### config.mk
export PLATFORM = sky130hd
export DESIGN_NAME = cond_bcast
export DESIGN_NICKNAME = d
export VERILOG_FILES = /design/src/rtl/cond_bcast.sv
export SDC_FILE = /design/constraint.sdc
export NUM_CORES = 1
export LEC_CHECK = 0
export ABC_CLOCK_PERIOD_IN_PS = 3400
export CELL_PAD_IN_SITES_DETAIL_PLACEMENT = 0
export CELL_PAD_IN_SITES_GLOBAL_PLACEMENT = 2
export CORE_AREA = 2 2 80 90
export CTS_BUF_LIST = sky130_fd_sc_hd__clkbuf_4 sky130_fd_sc_hd__clkbuf_8
export CTS_CLUSTER_SIZE = 10
export DETAILED_ROUTE_END_ITERATION = 7
export DIE_AREA = 0 0 82 92
export PLACE_DENSITY_LB_ADDON = 0.1
export RECOVER_POWER = 25
export SLEW_MARGIN = 15
export SYNTH_ARGS = -nofsm -noshare
export SYNTH_HDL_FRONTEND = slang
export SYNTH_SLANG_ARGS = --single-unit
### constraint.sdc
create_clock -name clk -period 3.4 [get_ports clk]
set_input_delay 0.51 -clock clk [delete_from_list [all_inputs] [get_ports clk]]
set_output_delay 0.51 -clock clk [all_outputs]
set_load 0.01 [all_outputs]
### src/rtl/cond_bcast.sv
// Broadcast of the reduced global condition back to every PE, with per-PE valid/ack.
// Optional abort timer enabled by defining COND_BCAST_TIMEOUT_EN.
module cond_bcast #(
   parameter int NB_ROWS        = 4,
   parameter int NB_COLS        = 4,
   parameter int TIMEOUT_CYCLES = 255
) (
   input  logic                         clk,
   input  logic                         rst,
   input  logic                         Cond_Valid_i,
   input  logic                         Cond_i,
   output logic                         Cond_Ready_o,
   input  logic [NB_ROWS*NB_COLS-1:0]   Pe_Mask_i,
   output logic [NB_ROWS*NB_COLS-1:0]   Pe_Cond_o,
   output logic [NB_ROWS*NB_COLS-1:0]   Pe_Cond_Valid_o,
   input  logic [NB_ROWS*NB_COLS-1:0]   Pe_Cond_Ack_i,
   output logic                         Busy_o,
   output logic [7:0]                   Gen_Count_o,
   output logic                         Timeout_o
);

   localparam int N = NB_ROWS * NB_COLS;

   typedef enum logic {IDLE = 1'b0, BCAST = 1'b1} state_t;

   state_t         state;
   logic           cond_q;
   logic [N-1:0]   pending;
   logic [7:0]     gen_cnt;
   logic [N-1:0]   pending_nxt;

   if (TIMEOUT_CYCLES < 1 || TIMEOUT_CYCLES > 65535) begin : g_bad_timeout_cycles
      $error("cond_bcast: TIMEOUT_CYCLES must be in 1..65535");
   end

   assign pending_nxt = pending & ~Pe_Cond_Ack_i;

`ifdef COND_BCAST_TIMEOUT_EN
   // Timer value seen during the last permitted BCAST cycle.
   localparam logic [15:0] TMO_LAST = 16'(TIMEOUT_CYCLES - 1);

   logic [15:0] timer;
   logic        timeout_q;

   always_ff @(posedge clk) begin
      if (rst) begin
         state     <= IDLE;
         cond_q    <= 1'b0;
         pending   <= '0;
         gen_cnt   <= '0;
         timer     <= '0;
         timeout_q <= 1'b0;
      end else begin
         case (state)
            IDLE: begin
               if (Cond_Valid_i) begin
                  cond_q  <= Cond_i;
                  pending <= Pe_Mask_i;
                  timer   <= '0;
                  if (Pe_Mask_i != '0) state <= BCAST;
                  else                 gen_cnt <= gen_cnt + 8'd1;
               end
            end
            BCAST: begin
               // Normal completion wins over an abort on the same edge.
               if (pending_nxt == '0) begin
                  pending <= '0;
                  state   <= IDLE;
                  gen_cnt <= gen_cnt + 8'd1;
               end else if (timer == TMO_LAST) begin
                  pending   <= '0;
                  state     <= IDLE;
                  timeout_q <= 1'b1;
               end else begin
                  pending <= pending_nxt;
                  timer   <= timer + 16'd1;
               end
            end
            default: state <= IDLE;
         endcase
      end
   end

   assign Timeout_o = timeout_q;
`else
   always_ff @(posedge clk) begin
      if (rst) begin
         state   <= IDLE;
         cond_q  <= 1'b0;
         pending <= '0;
         gen_cnt <= '0;
      end else begin
         case (state)
            IDLE: begin
               if (Cond_Valid_i) begin
                  cond_q  <= Cond_i;
                  pending <= Pe_Mask_i;
                  if (Pe_Mask_i != '0) state <= BCAST;
                  else                 gen_cnt <= gen_cnt + 8'd1;
               end
            end
            BCAST: begin
               pending <= pending_nxt;
               if (pending_nxt == '0) begin
                  state   <= IDLE;
                  gen_cnt <= gen_cnt + 8'd1;
               end
            end
            default: state <= IDLE;
         endcase
      end
   end

   assign Timeout_o = 1'b0;
`endif

   assign Pe_Cond_o       = {N{cond_q}};
   assign Pe_Cond_Valid_o = pending;
   assign Cond_Ready_o    = (state == IDLE);
   assign Busy_o          = (state == BCAST);
   assign Gen_Count_o     = gen_cnt;

endmodule

### Word level (Yosys, flattened, before mapping)

Index checks and enable logic that the tools add are counted.

| word-level totals | value |
|---|---|
| flip-flop bits (word level) | 26 |
| bits in latches | 0 |
| RAM bits | 0 |
| bits in read-only memories | 0 |
| input bits | 36 |
| logic and storage cells | 25 |
| memories kept | 0 |

| operators by class | value |
|---|---|
| add/subtract/negate cells | 1 |
| $mul | 0 |
| div/mod/pow operators | 0 |
| magnitude comparators | 0 |
| equal/unequal tests | 3 |
| shifts and indexed selects | 0 |
| multiplexer cells | 10 |
| bitwise operators | 3 |
| reduce and logical (&&, ||, !) cells | 4 |

Operator list:

| kind | number |
|---|---|
| $pmux W16 S2 | 1 |
| $mux W8 | 3 |
| $and A16 B16 Y16 | 1 |
| $logic_not A16 Y1 | 1 |
| $mux W16 | 1 |
| $not A16 Y16 | 1 |
| $pmux W8 S2 | 1 |
| $reduce_bool A16 Y1 | 1 |
| $add A8 B1 Y8 const B | 1 |
| $ne A2 B2 Y1 const B | 2 |
| $mux W1 | 3 |
| $reduce_and A3 Y1 | 1 |
| $ne A2 B1 Y1 const B | 1 |
| $pmux W1 S2 | 1 |
| $reduce_and A2 Y1 | 1 |
| $not A1 Y1 | 1 |

### Logic depth before layout (Yosys ltp)

Gate-level depths: netlist of the first run.

| logic depth | value |
|---|---|
| word-level depth | 5 |
| depth in mapped cells | 7 |

### Least setup slack after synthesis of the first run

Ideal clock, no wire load.

| timing path | value |
|---|---|
| kind | input port to flip-flop |
| start | in Pe_Mask_i[6] |
| end | reg gen_cnt[6] (netlist: Gen_Count_o[6]) |
| arrival | 2.114 ns |
| data required time | 3.330 ns |
| setup slack | 1.216 ns |
| cell stages on the path | 7 |
| cells stage by stage | nor4_1 > nand4_1 > or4_1 > o22a_1 > buf_4 > or3_1 > a21oi_1 |

| on the way | value |
|---|---|
| cells in the longest elaborated chain, start to end | 3 |

Ends and longest elaborated chain:

| element | RTL line | RTL |
|---|---|---|
| from (decl) | 13 | `input logic [NB_ROWS*NB_COLS-1:0] Pe_Mask_i,` |
| $reduce_bool A16 Y1 | 98 | `if (Pe_Mask_i != '0) state <= BCAST;` |
| $ne A2 B2 Y1 (no line) | n/a |  |
| $reduce_and A3 Y1 (no line) | n/a |  |
| to (signal assigned) | 99 | `else gen_cnt <= gen_cnt + 8'd1;` |
| to (signal assigned) | 106 | `gen_cnt <= gen_cnt + 8'd1;` |
| to (decl) | 29 | `logic [7:0] gen_cnt;` |

Every way passes these cells.
A chain may end at the register's enable or synchronous reset.

### Worst setup path after layout of the first run

| timing path | value |
|---|---|
| start | in Pe_Mask_i[6] |
| end | reg gen_cnt[7] (netlist: Gen_Count_o[7]) |

The elaborated chain is that of the path after synthesis.

==> metrics list, run 1 <==
* Min Hold Slack: about 0.5 ns
* Fraction of the mapped netlist area in compound gates: around a fifth
* Worst reg2reg startpoint: Busy_o
- Max-cap violations: 0
* Setup CP Type: in -> reg
- The total area inside the core boundary comes to between 0.006 and 0.007 mm².
* Total number of H-tree levels: 1
- Least-Margin Pin Slew: 0.610 ns
- In this run the power density over the cells is approximately 330 mW/mm².
- For this run the aggregate overflow at the end of global routing stands at 0.
- Register-to-Register Setup Slack: about 0.94 ns
- Total Power: between 0.6 and 0.7 mW
- Between clock sinks in the finished design, the worst skew comes to between 0.002 and 0.0025 ns.
- Global-route wire length before repair: between 6 and 7 mm
* Share of flip-flops with an asynchronous set or reset after synthesis: 0%
- Based on the critical path, the design can be clocked at up to ~0.36 GHz.
- The HPWL after detailed placement is 3.31 mm.
* Post-detailed-route wirelength per cell: ~13 µm
- PortBufs: 77
- Number of detailed-routing iterations run before antenna repair: 4
- Compared with the post-synthesis result, the final layout area differs by 57.1%.
- Clock tree from TritonCTS: yes
- STA classifies the critical path startpoint as an input pin.
* Number of synthesis warnings: 0
* Flip-flop and latch count after synthesis: 26
- Share of cells above drive strength 1: approximately 2.5%
- The worst hold path terminates at Gen_Count_o[7].
* Dominant combinational cell family by area after synthesis: simple AND/OR/NAND/NOR gates
- GP Congestion: roughly 0.7
* Worst vdd ir: around 0.00013 V
* Max Transition Viols Final: 0
- Leaving out fill and tap cells, the most frequent cell in the layout is sky130_fd_sc_hd__clkdlybuf4s50_1.
- For this design the top-level I/O count stands at 79.
- The cell area that synthesis handed to floorplanning was ~0.0014 mm².
- Multiplexer cells account for 1.47% of the synthesized area.
* Number of gates resized after CTS: 0
- After synthesis, the netlist uses 26 different library cells.
- Global routing consumed, over all layers together, between 10% and 20% of the routing resources.
* Maximum number of pins on one net before global-route repair: 27
* Synth Area in Simple Gates: 23.7%
* Launch point of the worst hold path: Gen_Count_o[7]
* Via-to-Cell Ratio: 4.35
- Hold repair after CTS inserted 0 buffers.
* CTS root buf: sky130_fd_sc_hd__clkbuf_8
- Mean post-synth cell area: between 7 and 8 µm²
* Number of buffers added by the clock tree synthesis step: 3
* Period minus WS final: 2.78 ns
- The repair_antennas step left the layout with diodes totalling 0.
- After Yosys synthesis, full adders, half adders and majority gates account for less than 1% of the synthesized area.
- After floorplanning, the core was divided into 32 placement rows.
* Clock sink count: 26
* Mapped Nets: between 200 and 250
* Main flop type after synthesis: sky130_fd_sc_hd__dfxtp_1
- After detailed routing, the total wire length is around 4.4 mm.
* Critical path capture point type: register
- In this run the critical register-to-register path is captured at Gen_Count_o[7].
- Measured against its own limit, the worst slew margin works out to around 59%.
- Initial DRC Count: 48
- Data on the critical path arrives at its endpoint at slightly below 3 ns.
- Maximum buffer depth of the clock tree: 2
- Filler Cells Inserted: 740
- Result of the run: complete, no violations
* # DRC: 0
- Number of antenna violations at the first check in global routing: 0
- After the last flow step, the layout net total stands at ~280.
* Fin crit share: 81.8%
- Seq/Total Area, Yosys: between 30% and 40%
* Slowest cell on the critical path: sky130_fd_sc_hd__or4_1
- Final hold viol count: 0
- Cell Chain, Critical Path: clkdlybuf4s50_1 > nor4_1 > nand4_1 > or4_1 > o22a_1 > or4_1 > a21oi_1
- Die Wd: slightly above 80 µm
* Clock network latency to the later pin of the worst-skew pair: around 0.27 ns
- Summing over every cut layer, the via total after detailed routing is between 1000 and 1500.
* Effective utilization at floorplan: around 20%
- The floorplan step defined a die boundary enclosing 0.00754 mm².
* FF-to-FF path depth: 6
- Setup repair after global routing left no endpoint under its margin.
* Finish-stage setup viols: 0
- Counting flops with a built-in enable in the synthesized netlist gives 0.
* Hold Path Class: reg -> reg
- Vert. Die Dim: slightly above 90 µm
* Summed negative setup slack over all endpoints: 0 ns
- Static Leak: around 0.73 nW
- Along the worst path, the maximum fanout reaches 14.
- The worst hold path passes through 2 cells.
- Commonest cells after routing, fill and taps aside: sky130_fd_sc_hd__clkdlybuf4s50_1 (72), sky130_fd_sc_hd__dfxtp_1 (26), sky130_fd_sc_hd__nor2_1 (22), sky130_fd_sc_hd__a21oi_1 (22), sky130_fd_sc_hd__o21ai_0 (21)
- Cell count after synthesis: 184
* CP dominant cell by count: sky130_fd_sc_hd__or4_1
- The synthesized netlist devotes less than 1% of its cell area to XOR and XNOR gates.
* Largest incremental delay on the critical path: between 0.5 and 0.6 ns
- Count of nets left with antenna violations after detail routing: 0
- Number of buffers inserted by post-CTS setup repair: 0
* Post-CTS clock slew at the launch and capture registers of the worst setup and hold paths: ~0.09 ns
* Number of global-route vias before repair: 1301
- At the worst endpoint, the required time is 3.60 ns.
## report_power, final
group	internal [mW]	total, mW	switching [mW]
logic	0.106	0.188	0.0820
clock network	0.0794	0.177	0.0976
registers	0.320	0.335	0.0154
## layout make-up
class	count	area, µm²	area share, %
well taps	85	106	4.96
inverters	9	33.8	1.57
repair buffers	80	793	37.0
flip-flops and latches	26	520	24.3
multi-input cells	124	651	30.3
clock buffers	3	41.3	1.92
## worst max-delay path by stage
| stage | slack, ns | endpoint | from |
|---|---|---|---|
| 2_1_floorplan | 1.22 | Gen_Count_o[6] | Pe_Mask_i[6] |
| 3_3_place_gp | 0.36 | Gen_Count_o[7] | Pe_Mask_i[14] |
| 3_5_place_dp | 0.33 | Gen_Count_o[7] | Pe_Mask_i[6] |
| 4_1_cts | 0.62 | Gen_Count_o[7] | Pe_Mask_i[6] |
| 5_1_grt | 0.51 | Gen_Count_o[7] | Pe_Mask_i[14] |
| 6_report | 0.62 | Gen_Count_o[7] | Pe_Mask_i[6] |
## cell usage after synthesis (3+ instances only)
cell type                   number  area (µm²)
sky130_fd_sc_hd__or3_1           3        18.8
sky130_fd_sc_hd__inv_1           8        30.0
sky130_fd_sc_hd__nand2_1        20        75.1
sky130_fd_sc_hd__buf_4          18         135
sky130_fd_sc_hd__nor4_1          3        18.8
sky130_fd_sc_hd__a21oi_1        22         110
sky130_fd_sc_hd__clkbuf_1        6        22.5
sky130_fd_sc_hd__nand2b_1       10        62.6
sky130_fd_sc_hd__nor2_1         22        82.6
sky130_fd_sc_hd__dfxtp_1        26         521
sky130_fd_sc_hd__o21ai_0        21         105
sky130_fd_sc_hd__or4_1           5        37.5
sky130_fd_sc_hd__o2111ai_1       3        26.3
sky130_fd_sc_hd__o31ai_1         3        22.5
## logic make-up (layout without fill, tap and decap cells)
group,after synthesis,count (layout)
compound gates,51,51
xor+xnor,1,1
fa+ha+maj,1,1
buf+inv,34,92
flops,26,26
mux,2,2
other cells,1,1
simple gates,68,68
## worst max-delay path, delay by kind of cell
kind                   cells  cell delay [ns]
buffers and inverters      1             0.41
AOI/OAI and AO/OA          2             0.53
and+or+nand+nor            4             1.52
## per-stage QoR
step,setup WS [ns],utilization (%),cells,instance area (µm²)
floorplan,1.22,-,184,1370
global placement,0.362,31.3,324,2100
detailed placement,0.332,31.3,324,2100
CTS,0.621,31.9,327,2150
global route,0.511,31.9,327,2150
finish,0.619,31.9,327,2150
## state kept, by name, indices dropped and copies added, names as in the netlist
signal and count:
Busy_o 1, Gen_Count_o 8, Pe_Cond_Valid_o 16, cond_q 1
## per-layer routing
metal	vias to the layer above	global-route usage, %	share of wire (%)
li1	728	-	-
met1	641	15.7	47
met2	52	17.5	45
met3	2	2.36	7.9
met4	0	3.33	0.76
met5	-	0	0
(Power assumes the default switching activity.)
==> run 2, diff against run 1 <==
ABC_CLOCK_PERIOD_IN_PS = 2450   (was 3400)
CORE_AREA = 2 2 87 97   (was 2 2 80 90)
DIE_AREA = 0 0 89 99   (was 0 0 82 92)
clock period = 2.45 ns   (was 3.4 ns; I/O delays follow)
==> run 2 against run 1 <==
Clock skew grew 0.0027 ns. Largest cell class unchanged. Critical path type unchanged. Non-clock buffer count grew 12. Critical endpoint is now Gen_Count_o[3]. Worst setup slack lost 0.55 ns. Design area grew 9.3%. Die area grew 17%. Highest routed layer unchanged. Register-to-register slack lost 0.69 ns.
==> metrics list, run 2 (synthesized netlist as in run 1, its figures left out) <==
- Result of the run: complete, no violations (unchanged).
- The flip-flop count of the largest register, all copies and words added came to 16 (unchanged).
* Period minus WS final: about 2.4 ns
* Hold Path Class: in -> reg (was reg -> reg)
* Overflow left after global routing: 0 (unchanged)
* Effective utilization at floorplan: 17.5% (was 20.3%)
- The number of maximum-capacitance constraint violations came to 0 (unchanged).
- Total Power: 1.05 mW (was 0.700 mW)
* Number of antenna violations at the first check in global routing: 0 (unchanged)
- Core Box Area: 0.00783 mm² (was 0.00673 mm²)
- Max Clock Skew: 0.00512 ns (was 0.00244 ns)
* CP Max Fanout: 7 (was 14)
* Post-CTS clock slew at the launch and capture registers of the worst setup and hold paths: 0.10 ns (was 0.09 ns)
* Post-cts hold buffer count: 0 (unchanged)
- Antenna diode count: 0 (unchanged)
- The total half-perimeter wirelength after legalization and detailed placement was 3.62 mm (was 3.31 mm).
- Arr. time, crit path: 2.60 ns (was 2.98 ns)
- The floorplan die height came to 99 µm (was 92 µm).
- The CTS tree was yes (unchanged).
- The minimum setup slack after placement came to -0.373 ns (was 0.332 ns).
- The number of buffers created by CTS came to 3 (unchanged).
* Least-Margin Pin Slew: 0.808 ns (was 0.610 ns)
- The area added between synthesis and finish came to 71.6% (was 57.1%).
* Final design instance area without fill: 0.00234 mm² (was 0.00215 mm²)
- The required arrival time at the worst endpoint came to 2.67 ns (was 3.60 ns).
- Total wirelength of the detailed-routed design: 4.97 mm (was 4.37 mm)
* Total number of H-tree levels: 1 (unchanged)
- Final worst slack: 0.0722 ns (was 0.619 ns)
- The category of the worst setup path launch point is an input pin (unchanged).
- Power density of the placed cells: 449 mW/mm² (was 326 mW/mm²)
- The final-layout worst hold slack is 0.388 ns (was 0.498 ns).
- Maximum buffer depth of the clock tree: 2 (unchanged)
* Number of global-route vias before repair: 1511 (was 1301)
* Maximum number of pins on one net before global-route repair: 27 (unchanged)
- Global-route wire length before repair: 7.65 mm (was 6.53 mm)
* Remaining max-slew budget at the tightest pin: 46.1% (was 59.3%)
- The post-layout net count came to 293 (was 281).
- The share of layout cells above drive strength 1 was 11.8% (was 2.48%).
- Maximum operating frequency: approximately 0.42 GHz
* Fin crit share: 97.1%
* Overall track demand over capacity in global routing: 11.1% (was 11.3%)
- Commonest cells after routing, fill and taps aside: sky130_fd_sc_hd__clkdlybuf4s50_1 (74), sky130_fd_sc_hd__dfxtp_1 (26), sky130_fd_sc_hd__nor2_1 (22) (was sky130_fd_sc_hd__clkdlybuf4s50_1 (72), sky130_fd_sc_hd__dfxtp_1 (26), sky130_fd_sc_hd__nor2_1 (22), sky130_fd_sc_hd__a21oi_1 (22), sky130_fd_sc_hd__o21ai_0 (21))
* CTS root buf: sky130_fd_sc_hd__clkbuf_8 (unchanged)
* IO Count: 79 (unchanged)
- The number of setup violations in the final report was 0 (unchanged).
* Row cnt: 34 (was 32)
- The post-detailed-route wirelength per cell is 13.7 µm (was 13.4 µm).
- Die Wd: 89 µm (was 82 µm)
- Critical path capture point type: register (unchanged)
- RSZ-0062 raised after global routing: no (unchanged).
- The via count was 1471 (was 1423).
- Number of buffers inserted by post-CTS setup repair: 0 (unchanged)
* PortBufs: 77 (unchanged)
* Initial DRC Count: 38 (was 48)
- Setup CP Type: in -> reg (unchanged)
- Via-to-Cell Ratio: 4.05 (was 4.35)
- Count of nets left with antenna violations after detail routing: 0 (unchanged)
- The slowest cell on the critical path is sky130_fd_sc_hd__or4_4 (was sky130_fd_sc_hd__or4_1).
- Clock sink count: 26 (unchanged)
* Overall die area: 0.00881 mm² (was 0.00754 mm²)
- Final hold viol count: 0 (unchanged)
- Max Transition Viols Final: 0 (unchanged)
* Worst vdd ir: 0.000231 V (was 0.000130 V)
- The highest cell delay on the worst timing path is 0.45 ns (was 0.55 ns).
- Cell Chain, Critical Path: clkdlybuf4s50_1 > nor4_2 > nand4_1 > or4_4 > o22a_4 > buf_4 > or3_4 > a21oi_2 (was clkdlybuf4s50_1 > nor4_1 > nand4_1 > or4_1 > o22a_1 > or4_1 > a21oi_1).
* Clock network latency to the later pin of the worst-skew pair: 0.28 ns (was 0.27 ns)
- The commonest non-fill, non-tap cell in the layout is sky130_fd_sc_hd__clkdlybuf4s50_1 (unchanged).
* Number of detailed-routing iterations run before antenna repair: 4 (unchanged)
- Static Leak: 0.821 nW (was 0.731 nW)
- The post-detailed-placement cell area came to 0.00222 mm² (was 0.00210 mm²).
* Summed negative setup slack over all endpoints: 0 ns (unchanged)
* # DRC: 0 (unchanged)
* GP Congestion: 0.693 (was 0.719)
run 2: changes by cell type in the layout (fill, tap and decap cells not counted), moves of 3 or more:
cell                            previous run  this run
sky130_fd_sc_hd__buf_4                     3        14
sky130_fd_sc_hd__or4_4                     0         3
sky130_fd_sc_hd__or4_1                     5         2
sky130_fd_sc_hd__nor4_2                    0         3
sky130_fd_sc_hd__dlygate4sd3_1             5         0
sky130_fd_sc_hd__nor4_1                    3         0
run 2: per-layer routing:
metal | vias to the layer above | GRT usage (%) | wire length (µm)
met5 | - | 0 | 0
met4 | 0 | 3.33 | 70
met3 | 6 | 2.93 | 432
met2 | 60 | 17.1 | 2130
met1 | 655 | 15.3 | 2330
li1 | 750 | - | -
run 2: power by group:
part / total (mW) / internal [mW] / switching (mW)
combinational: 0.295 / 0.167 / 0.128
sequential: 0.464 / 0.444 / 0.0209
clock: 0.294 / 0.144 / 0.150
run 2: stage by stage:
stage	util, %	cells
floorplan	-	184
global placement	28.4	359
detailed placement	28.4	359
CTS	29.2	363
finish	30.0	363
global route	30.0	363
run 2: final timing paths:
kind	startpoint	cells after the start	endpoint	slack [ns]
hold / removal	Pe_Mask_i[6]	3	Pe_Cond_Valid_o[6]	0.39
hold reg to reg	Pe_Cond_Valid_o[11]	2	Pe_Cond_Valid_o[11]	0.50
setup reg to reg	Busy_o	7	Gen_Count_o[3]	0.25
setup / recovery	Pe_Mask_i[12]	8	Gen_Count_o[3]	0.07
run 2: critical path: cells and delay by family:
kind	cells	cell delay [ns]
simple gates	4	1.25
compound gates	2	0.38
buf+inv	2	0.60
run 2: area by class of cell:
type                            instances  area, µm²
Tap cell                              108        135
Fill cell                             864       5480
Multi-Input combinational cell        124        717
Sequential cell                        26        520
Clock buffer                            4       55.1
Inverter                                9       33.8
Timing Repair Buffer                   92        883
run 2: repair_timing:
item                                    CTS  global route
resized for setup                         3            13
endpoints found under the setup margin    6             6
pin swaps                                 3             4
